### config.mk
export PLATFORM = sky130hd
export DESIGN_NAME = subsys_boot_seq
export DESIGN_NICKNAME = d
export VERILOG_FILES = /design/src/rtl/subsys_boot_seq.sv
export SDC_FILE = /design/constraint.sdc
export NUM_CORES = 1
export LEC_CHECK = 0
export BUFFER_PORTS_ARGS = -buffer_cell sky130_fd_sc_hd__buf_2
export CORE_MARGIN = 4
export CORE_UTILIZATION = 38
export CTS_BUF_LIST = sky130_fd_sc_hd__clkbuf_2 sky130_fd_sc_hd__clkbuf_4 sky130_fd_sc_hd__clkbuf_8
export DETAILED_ROUTE_END_ITERATION = 12
export PLACE_DENSITY = 0.64
export SYNTH_ARGS = -nofsm -noshare
export SYNTH_HDL_FRONTEND = slang
export SYNTH_SLANG_ARGS = --single-unit
### constraint.sdc
create_clock -name PCLK -period 5.22 [get_ports PCLK]
set_clock_uncertainty 0.05 [all_clocks]
set_input_delay 0.261 -clock PCLK [delete_from_list [all_inputs] [get_ports PCLK]]
set_output_delay 0.261 -clock PCLK [all_outputs]
set_load 0.02 [all_outputs]
### src/rtl/subsys_boot_seq.sv
// subsys_boot_seq: APB master that reads the fuse word, programs IOMUX and
// walks the subsystem out of reset with a timed hold before enable.
module subsys_boot_seq #(
    parameter int ADDR_WIDTH = 32,
    parameter int DATA_WIDTH = 32,
    parameter int RST_HOLD   = 16,
    parameter int TIMEOUT    = 64
) (
    input  logic                  PCLK,
    input  logic                  PRESETn,
    input  logic                  start,
    output logic                  busy,
    output logic                  done,
    output logic                  error,
    output logic [15:0]           fuse_q,
    output logic [ADDR_WIDTH-1:0] PADDR,
    output logic [DATA_WIDTH-1:0] PWDATA,
    output logic                  PWRITE,
    output logic                  PSEL,
    output logic                  PENABLE,
    input  logic [DATA_WIDTH-1:0] PRDATA,
    input  logic                  PREADY
);
    typedef enum logic [2:0] {IDLE, SETUP, ACCESS, HOLD, DONE, ERR} state_t;

    localparam logic [7:0] HOLD_LAST = 8'(RST_HOLD - 1);
    localparam logic [7:0] TMO_LAST  = 8'(TIMEOUT - 1);

    state_t                state_q, state_d;
    logic [1:0]            op_q, op_d;
    logic [7:0]            tmo_q, tmo_d, hold_q, hold_d;
    logic [15:0]           fuse_d;
    logic                  xfer_d;
    logic [ADDR_WIDTH-1:0] addr_d;
    logic [DATA_WIDTH-1:0] wdata_d;
    logic                  unused_prdata;

    assign unused_prdata = ^PRDATA;

    always_comb begin
        state_d = state_q;
        op_d    = op_q;
        tmo_d   = tmo_q;
        hold_d  = hold_q;
        fuse_d  = fuse_q;
        unique case (state_q)
            IDLE, DONE, ERR: begin
                state_d = start ? SETUP : state_q;
                op_d    = start ? 2'd0 : op_q;
            end
            SETUP: state_d = ACCESS;
            ACCESS: begin
                if (PREADY) begin
                    fuse_d  = (op_q == 2'd0) ? PRDATA[15:0] : fuse_q;
                    state_d = (op_q == 2'd2) ? HOLD : (op_q == 2'd3) ? DONE : SETUP;
                    op_d    = op_q + 2'd1;
                    hold_d  = 8'd0;
                end else if (tmo_q == TMO_LAST) begin
                    state_d = ERR;
                end else begin
                    tmo_d = tmo_q + 8'd1;
                end
            end
            HOLD: begin
                state_d = (hold_q == HOLD_LAST) ? SETUP : HOLD;
                hold_d  = hold_q + 8'd1;
            end
            default: state_d = IDLE;
        endcase
        tmo_d = (state_d == SETUP) ? 8'd0 : tmo_d;
    end

    // APB outputs are registered from the next state so they line up with it.
    assign xfer_d  = (state_d == SETUP) || (state_d == ACCESS);
    assign addr_d  = (op_d == 2'd0) ? ADDR_WIDTH'(12) : (op_d == 2'd1) ? ADDR_WIDTH'(8) : '0;
    assign wdata_d = (op_d == 2'd1) ? DATA_WIDTH'(fuse_d[3:0]) :
                     (op_d == 2'd2) ? DATA_WIDTH'(2) : DATA_WIDTH'(1);

    always_ff @(posedge PCLK or negedge PRESETn) begin
        if (!PRESETn) begin
            state_q <= IDLE;
            op_q    <= 2'd0;
            tmo_q   <= 8'd0;
            hold_q  <= 8'd0;
            fuse_q  <= 16'd0;
            busy    <= 1'b0;
            done    <= 1'b0;
            error   <= 1'b0;
            PSEL    <= 1'b0;
            PENABLE <= 1'b0;
            PWRITE  <= 1'b0;
            PADDR   <= '0;
            PWDATA  <= '0;
        end else begin
            state_q <= state_d;
            op_q    <= op_d;
            tmo_q   <= tmo_d;
            hold_q  <= hold_d;
            fuse_q  <= fuse_d;
            busy    <= xfer_d || (state_d == HOLD);
            done    <= state_d == DONE;
            error   <= state_d == ERR;
            PSEL    <= xfer_d;
            PENABLE <= state_d == ACCESS;
            PWRITE  <= xfer_d && (op_d != 2'd0);
            PADDR   <= xfer_d ? addr_d : '0;
            PWDATA  <= (xfer_d && (op_d != 2'd0)) ? wdata_d : '0;
        end
    end
endmodule

==> results.txt, run 1 <==
synth warn - 0
Routed wire per std cell - 11.7 um
post-CTS setup buffers - 0
Req. time, crit path - 5380 ps
Skew-Pair Late Insertion Delay - 300 ps
Worst path slowest cell - a21oi_1
GR Overflow Total - 0
Max clock buf depth - 2
post-synth cell types - 39
final core occ - 42.6%
fin crit share - 49.2%
Mapped Area - 0.00269 mm^2
critical path, cell by cell - ha_1, and4bb_2, nand3b_4, a21oi_1, nor3b_2, a211oi_1
design area - 0.00291 mm^2
Tmin final - 2570 ps
Starting DRT DRC Count - 65
Setup WS post-layout - 2650 ps
initial antenna violation count - 0
CP peak stage delay - 900 ps
antenna viol nets, final - 0
post-route setup TNS - 0 ps
total CTS buffers - 5
Worst Path Arrival - 2730 ps
crit start category - flop
Worst Setup End Kind - flop
Seq cells post-synth - 49
R2R Setup Slk - 2650 ps
Design Power - 1.59 mW
largest net degree at the start of global routing - 50
R2R depth - 6
Routed WL - 4.58 mm
RePlAce Congestion - 0.785
RR Startpoint - tmo_q[0]
Slew headroom - 22.2%
CTS root buffer - clkbuf_8
Synth top area share - 45.6%
dpl hpwl - 3.34 mm
post-synth top area cell - dfrtp_1
Fillers - 676
RSZ-0062 raised after global routing - false
VDD IR max - 0.231 mV
drt pass-1 iters - 4
ratio of cells with drive above 1 in the final layout - 27.9%
status - finished clean
# setup viols final - 0
via count - 1711
DP Area - 0.00279 mm^2
vias in the first global route - 1600
num ports - 122
final hold violation count - 0
hold buffer count at cts - 0
Achievable Freq - 390 MHz
Resized Gates After CTS - 0
reg-to-reg endpoint - tmo_q[5]
critical path class - flop to flop
actual slew at the worst max-slew pin - 1170 ps
placed cells - 385
via-per-instance ratio - 4.35
Die X - 92.1 um
chip height - 92.1 um
synth-to-layout area growth - 8.19%
core area - 0.00683 mm^2
ranking of synthesized cells by area - dfrtp_1 (46%), buf_4 (16%), mux2_2 (6.7%)
multi-input logic area - 0.00120 mm^2
first-pass GRT wire length - 7.48 mm
EDFF count, synth - 0
Slew Viols, Final - 0
Hold WS - 97.1 ps
dpl ws - 2620 ps
Avg Synthesized Cell Area - 10.8 um^2
Hold WC Path Type - input pin to asynchronous set/reset pin
max_cap viols - 0
gr usage total - 10.7%
Seq/Total Area, Yosys - 45.6%
register area - 0.00123 mm^2
CP max FO - 13
sinks on the clock net - 49
number of remaining DRC errors - 0
Starting Density - 39.4%
port bufs - 47
row count - 30
Layout Nets - 338
diodes inserted - 0
leakage - 1.45 nW
Clk pin slew, worst setup/hold paths - 90 ps
CTS tree - built
Synth async-reset ratio - 100%
Gate Count Post-Synth - 250
Non-Filler Instances - 393
die footprint - 0.00849 mm^2
H-Tree Level Count - 2
Top FF cell, synth - dfrtp_1
P per Cell Area - 548 mW/mm^2
cell usage after synthesis (3+ instances only):
library cell,n
nor4b_2,3
xor2_1,4
nand3_1,14
buf_2,6
o21ai_0,10
nor2b_1,3
nand2_1,12
nand4_1,3
a211oi_1,3
nand2b_1,7
a21oi_1,8
ha_1,6
nor2_1,13
nor3_1,4
mux2_2,16
buf_4,58
dfrtp_1,49
inv_1,3
layer usage:
metal	wire length, um	share of wire (%)	GRT usage, %	vias up
li1	-	-	-	840
met1	2000	44	13.1	817
met4	14	0.31	1.49	0
met5	0	0	0	-
met2	2240	49	18.7	52
met3	320	7.0	3.45	2
cell type report:
| class | instances | area share, % |
|---|---|---|
| clock buffers | 6 | 2.84 |
| clock inverters | 2 | 1.29 |
| inverters | 3 | 0.387 |
| multi-input cells | 190 | 41.1 |
| flip-flops and latches | 49 | 42.1 |
| well taps | 96 | 4.13 |
| repair buffers | 47 | 8.08 |
worst max path at each step:
stage	from	to	slack, ps
finish	tmo_q[0]	tmo_q[5]	2650
global route	tmo_q[0]	tmo_q[5]	2410
CTS	tmo_q[0]	tmo_q[5]	2620
detailed placement	tmo_q[0]	tmo_q[5]	2620
global placement	tmo_q[0]	tmo_q[5]	2660
floorplan	tmo_q[0]	tmo_q[0]	3350
state kept, by name, indices dropped and copies added (netlist names), 2 cells and up:
register	flops
PADDR	2
op_q	2
state_q	3
hold_q	8
fuse_q	16
tmo_q	8
PWDATA	4
cells in the final DEF (no fill, tap or decap), types with 2 or more instances in the layout:
cell type  Yosys  routed
a21oi_1        8       8
mux2_2        16      16
nand2_1       12      12
nand3b_1       2       2
nor3b_2        2       2
mux2i_1        2       2
nor2_1        13      13
a31oi_1        2       2
ha_1           6       6
nor3b_1        2       2
inv_1          3       3
conb_1         1      58
buf_2          6      47
xor2_1         4       4
and4bb_2       2       2
and3_1         2       2
nand2b_1       7       7
a211oi_1       3       3
dfrtp_1       49      49
nor3_1         4       4
o21ai_0       10      10
nand4_1        3       3
nor2b_1        3       3
nand3_1       14      14
nor4b_2        3       3
clkbuf_8       0       6
critical path, delay by kind of cell (launching register included):
kind | cells | cell delay [ps]
fa+ha+maj | 1 | 220
flops | 1 | 390
simple gates | 3 | 690
compound gates | 2 | 1130
cells by family after synthesis:
kind of cell             synth area share [%]
AND/OR/NAND/NOR                          17.2
buffers and inverters                    17.9
flip-flops                               45.6
AO/OA/AOI/OAI                            7.12
multiplexers                             7.44
adder cells (fa/ha/maj)                  2.79
XOR/XNOR                                 1.91
other                                   0.139
where the power goes:
| part | switching (mW) | total (mW) | internal, mW |
|---|---|---|---|
| logic | 0.437 | 0.710 | 0.274 |
| registers | 0.0882 | 0.602 | 0.514 |
| clock network | 0.125 | 0.281 | 0.156 |
(Power assumes the default switching activity.)
==> run 2, diff against run 1 <==
PLACE_DENSITY = 0.67   (was 0.64)
clock period = 2.1 ns   (was 5.22 ns; I/O delays follow)
==> results.txt, run 2 (synthesis gave the netlist of run 1 again) <==
first-pass GRT wire length - 8.09 mm
Starting DRT DRC Count - 55
largest net degree at the start of global routing - 26
Tmin final - 1990 ps
Req. time, crit path - 2260 ps
port bufs - 47
Routed WL - 5.06 mm
# setup viols final - 0
RePlAce Congestion - 0.804
Design Power - 4.07 mW
Die X - 92.1 um
leakage - 1.58 nW
crit start category - flop
row count - 30
Layout Nets - 370
Clk pin slew, worst setup/hold paths - 100 ps
core area - 0.00683 mm^2
most frequent cells in the layout - conb_1 (58), dfrtp_1 (49), buf_2 (47)
gr usage total - 11.6%
Crit path max-delay family - simple AND/OR/NAND/NOR gates
chip height - 92.1 um
Worst Setup End Kind - flop
largest registers - fuse_q: 16 flops, hold_q: 8 flops, tmo_q: 8 flops
P per Cell Area - 1290 mW/mm^2
dpl hpwl - 3.62 mm
max_cap viols - 0
dpl ws - 120 ps
via count - 1868
Skew-Pair Late Insertion Delay - 310 ps
CP Buf/Inv Count - 1
drt pass-1 iters - 4
antenna viol nets, final - 0
CP peak stage delay - 390 ps
initial antenna violation count - 0
Achievable Freq - 503 MHz
actual slew at the worst max-slew pin - 560 ps
die footprint - 0.00849 mm^2
total CTS buffers - 5
CP max FO - 8
num ports - 122
final core occ - 46.3%
critical path, cell by cell - ha_1, and4bb_2, nand3b_4, a31o_2, xnor2_2, buf_4, nor4_2
Starting Density - 39.4%
synth-to-layout area growth - 17.7%
Slew headroom - 62.7%
Worst path slowest cell - dfrtp_1
max FFs per register - 16
status - finished clean
Setup WS post-layout - 112 ps
sinks on the clock net - 49
ratio of cells with drive above 1 in the final layout - 30.1%
vias in the first global route - 1793
final hold violation count - 0
number of remaining DRC errors - 0
CTS root buffer - clkbuf_8
Resized Gates After CTS - 0
via-per-instance ratio - 4.40
Max clock buf depth - 2
Top reg by flops - fuse_q
H-Tree Level Count - 2
Worst Path Arrival - 2150 ps
critical path class - flop to flop
Hold WC Path Type - input pin to flop
Slew Viols, Final - 0
GR Overflow Total - 0
diodes inserted - 0
VDD IR max - 0.840 mV
fin crit share - 94.7%
most common cell after layout, fill and taps aside - conb_1
Routed wire per std cell - 11.9 um
Hold WS - 22.1 ps
CTS tree - built
## run 2: cell types whose count changed in the layout (fill, tap and decap cells not counted)
cell,previous run,this run
bufinv_16,1,0
buf_4,0,16
clkbuf_8,6,5
dlygate4sd3_1,0,16
clkinvlp_4,1,2
inv_8,0,1
## run 2: per-stage QoR
stage	setup TNS (ps)	cells	cell area [um^2]
6_report	0	425	3170
5_1_grt	-2.29	425	3170
4_1_cts	0	424	3160
3_5_place_dp	0	400	2900
3_3_place_gp	0	400	2900
2_1_floorplan	0	307	2900
## run 2: timing repair
item	4_1_cts	5_1_grt
hold endpoints to repair	38	0
setup endpoints to repair	0	5
hold buffers	16	0
buffers inserted	0	1
## run 2: worst paths after layout
path,startpoint,to,slack [ps],depth (start not counted)
setup reg to reg,tmo_q[0],PADDR[2],110,7
setup / recovery,tmo_q[0],PADDR[2],110,7
min in group asynchronous,PRESETn,fuse_q[6],270,2
max in group asynchronous,PRESETn,state_q[2],1130,3
hold / removal,PRDATA[1],fuse_q[1],20,2
hold reg to reg,fuse_q[14],fuse_q[14],460,1
## run 2: report_power, final
group	switching, mW	internal, mW	total [mW]	leakage (nW)
logic	1.16	0.859	2.02	0.914
clock network	0.333	0.242	0.575	0.0423
registers	0.199	1.28	1.48	0.628
total	1.69	2.38	4.07	1.58
## run 2: area by class of cell
type,instances,area [um^2]
tap,96,120
inverter,3,11.3
fill,656,3670
timing repair buffer,79,515
sequential,49,1230
clock buffer,5,68.8
multi-input combinational,190,1200
clock inverter,3,26.3
## run 2: routing by layer
layer | wire length (um) | GRT usage [%]
met5 | 0 | 0
met4 | 21 | 2.97
met3 | 327 | 2.87
met2 | 2620 | 20.4
met1 | 2090 | 14.3
==> run 3, diff against run 2 <==
PLACE_DENSITY = 0.64   (was 0.67)
SLEW_MARGIN = 15   (was not set)
clock period = 2.3 ns   (was 2.1 ns; I/O delays follow)
==> results.txt, run 3 (synthesis gave the netlist of run 1 again) <==
metal2 WL - 2.41 mm
die footprint - 0.00849 mm^2
synth-to-layout area growth - 14.4%
RePlAce Congestion - 0.789
Routed wire per std cell - 11.7 um
Hold WS - 13.1 ps
Max clock buf depth - 2
num ports - 122
CTS root buffer - clkbuf_8
Worst path slowest cell - xnor2_2
status - finished clean
vias in the first global route - 1701
Non-Filler Instances - 412
Tmin final - 2090 ps
largest net degree at the start of global routing - 24
R2R Setup Slk - 210 ps
Hold WC Path Type - input pin to flop
Routed WL - 4.80 mm
first-pass GRT wire length - 7.80 mm
Worst Setup End Kind - flop
Starting Density - 39.4%
initial antenna violation count - 0
port bufs - 47
post-route setup TNS - 0 ps
fin crit share - 91.0%
design area - 0.00308 mm^2
max layer used - met4
row count - 30
Skew-Pair Late Insertion Delay - 290 ps
Design Power - 3.62 mW
largest registers - fuse_q: 16 flops, hold_q: 8 flops, tmo_q: 8 flops
most common cell after layout, fill and taps aside - conb_1
CTS tree - built
sinks on the clock net - 49
Achievable Freq - 478 MHz
total CTS buffers - 5
# setup viols final - 0
Req. time, crit path - 2410 ps
most frequent cells in the layout - conb_1 (58), dfrtp_1 (49), buf_2 (47), mux2_2 (16), nand3_1 (14)
placed cells - 392
Layout Nets - 358
diodes inserted - 0
Top reg by flops - fuse_q
via-per-instance ratio - 4.30
final hold violation count - 0
P per Cell Area - 1180 mW/mm^2
Slew headroom - 65.5%
VDD IR max - 0.501 mV
chip height - 92.1 um
CP Buf/Inv Count - 0
Crit path max-delay family - simple AND/OR/NAND/NOR gates
Worst Path Arrival - 2210 ps
Starting DRT DRC Count - 44
max_cap viols - 0
dpl hpwl - 3.47 mm
GR Overflow Total - 0
dpl ws - 214 ps
RSZ-0062 raised after global routing - false
Clk pin slew, worst setup/hold paths - 80 ps
Die X - 92.1 um
actual slew at the worst max-slew pin - 518 ps
final core occ - 45.0%
CP max FO - 8
Resized Gates After CTS - 0
Slew Viols, Final - 0
H-Tree Level Count - 2
drt pass-1 iters - 4
gr usage total - 11.3%
leakage - 1.54 nW
core area - 0.00683 mm^2
ratio of cells with drive above 1 in the final layout - 28.2%
CP peak stage delay - 440 ps
critical path, cell by cell - ha_1, and4bb_2, nand3b_4, a31o_2, xnor2_2, nor4_2
routed wl met3 - 295 um
WL met1 - 2.05 mm
via count - 1773
Setup WS post-layout - 207 ps
crit start category - flop
antenna viol nets, final - 0
DP Area - 0.00284 mm^2
number of remaining DRC errors - 0
max FFs per register - 16
critical path class - flop to flop
[run 3: cell count changes in the layout (fill, tap and decap cells not counted), sizes merged]
cell / delta
inv: -1
bufinv: +1
clkinv: +1
buf: -9
clkinvlp: -2
dlygate4sd3: -3
[run 3: layout make-up]
type,instances,area [um^2]
Tap cell,96,120
Fill cell,673,3750
Clock buffer,5,68.8
Multi-Input combinational cell,190,1200
Clock inverter,2,35.0
Timing Repair Buffer,67,418
Inverter,3,11.3
Sequential cell,49,1230
[run 3: final timing paths]
check                      cells past startpoint          to      start
max                                            6    PADDR[2]   tmo_q[0]
min                                            2   fuse_q[0]  PRDATA[0]
max reg2reg                                    6    PADDR[2]   tmo_q[0]
min reg2reg                                    1   hold_q[7]  hold_q[7]
max in group asynchronous                      3    PADDR[2]    PRESETn
min in group asynchronous                      2  fuse_q[13]    PRESETn
[run 3: report_power, final]
part           total (mW)  switching [mW]  internal [mW]
clock network       0.584           0.267          0.316
registers            1.37           0.200           1.17
logic                1.67           0.996          0.669
[run 3: routing by layer]
layer	vias to the layer above	global-route usage (%)
li1	872	-
met1	839	13.6
met2	55	19.7
met3	7	2.87
met4	0	3.71
met5	-	0
[run 3: repair_timing]
item | in CTS | in global routing
hold buffers | 13 | 0
setup buffers | 0 | 0
endpoints found under the hold margin | 26 | 0
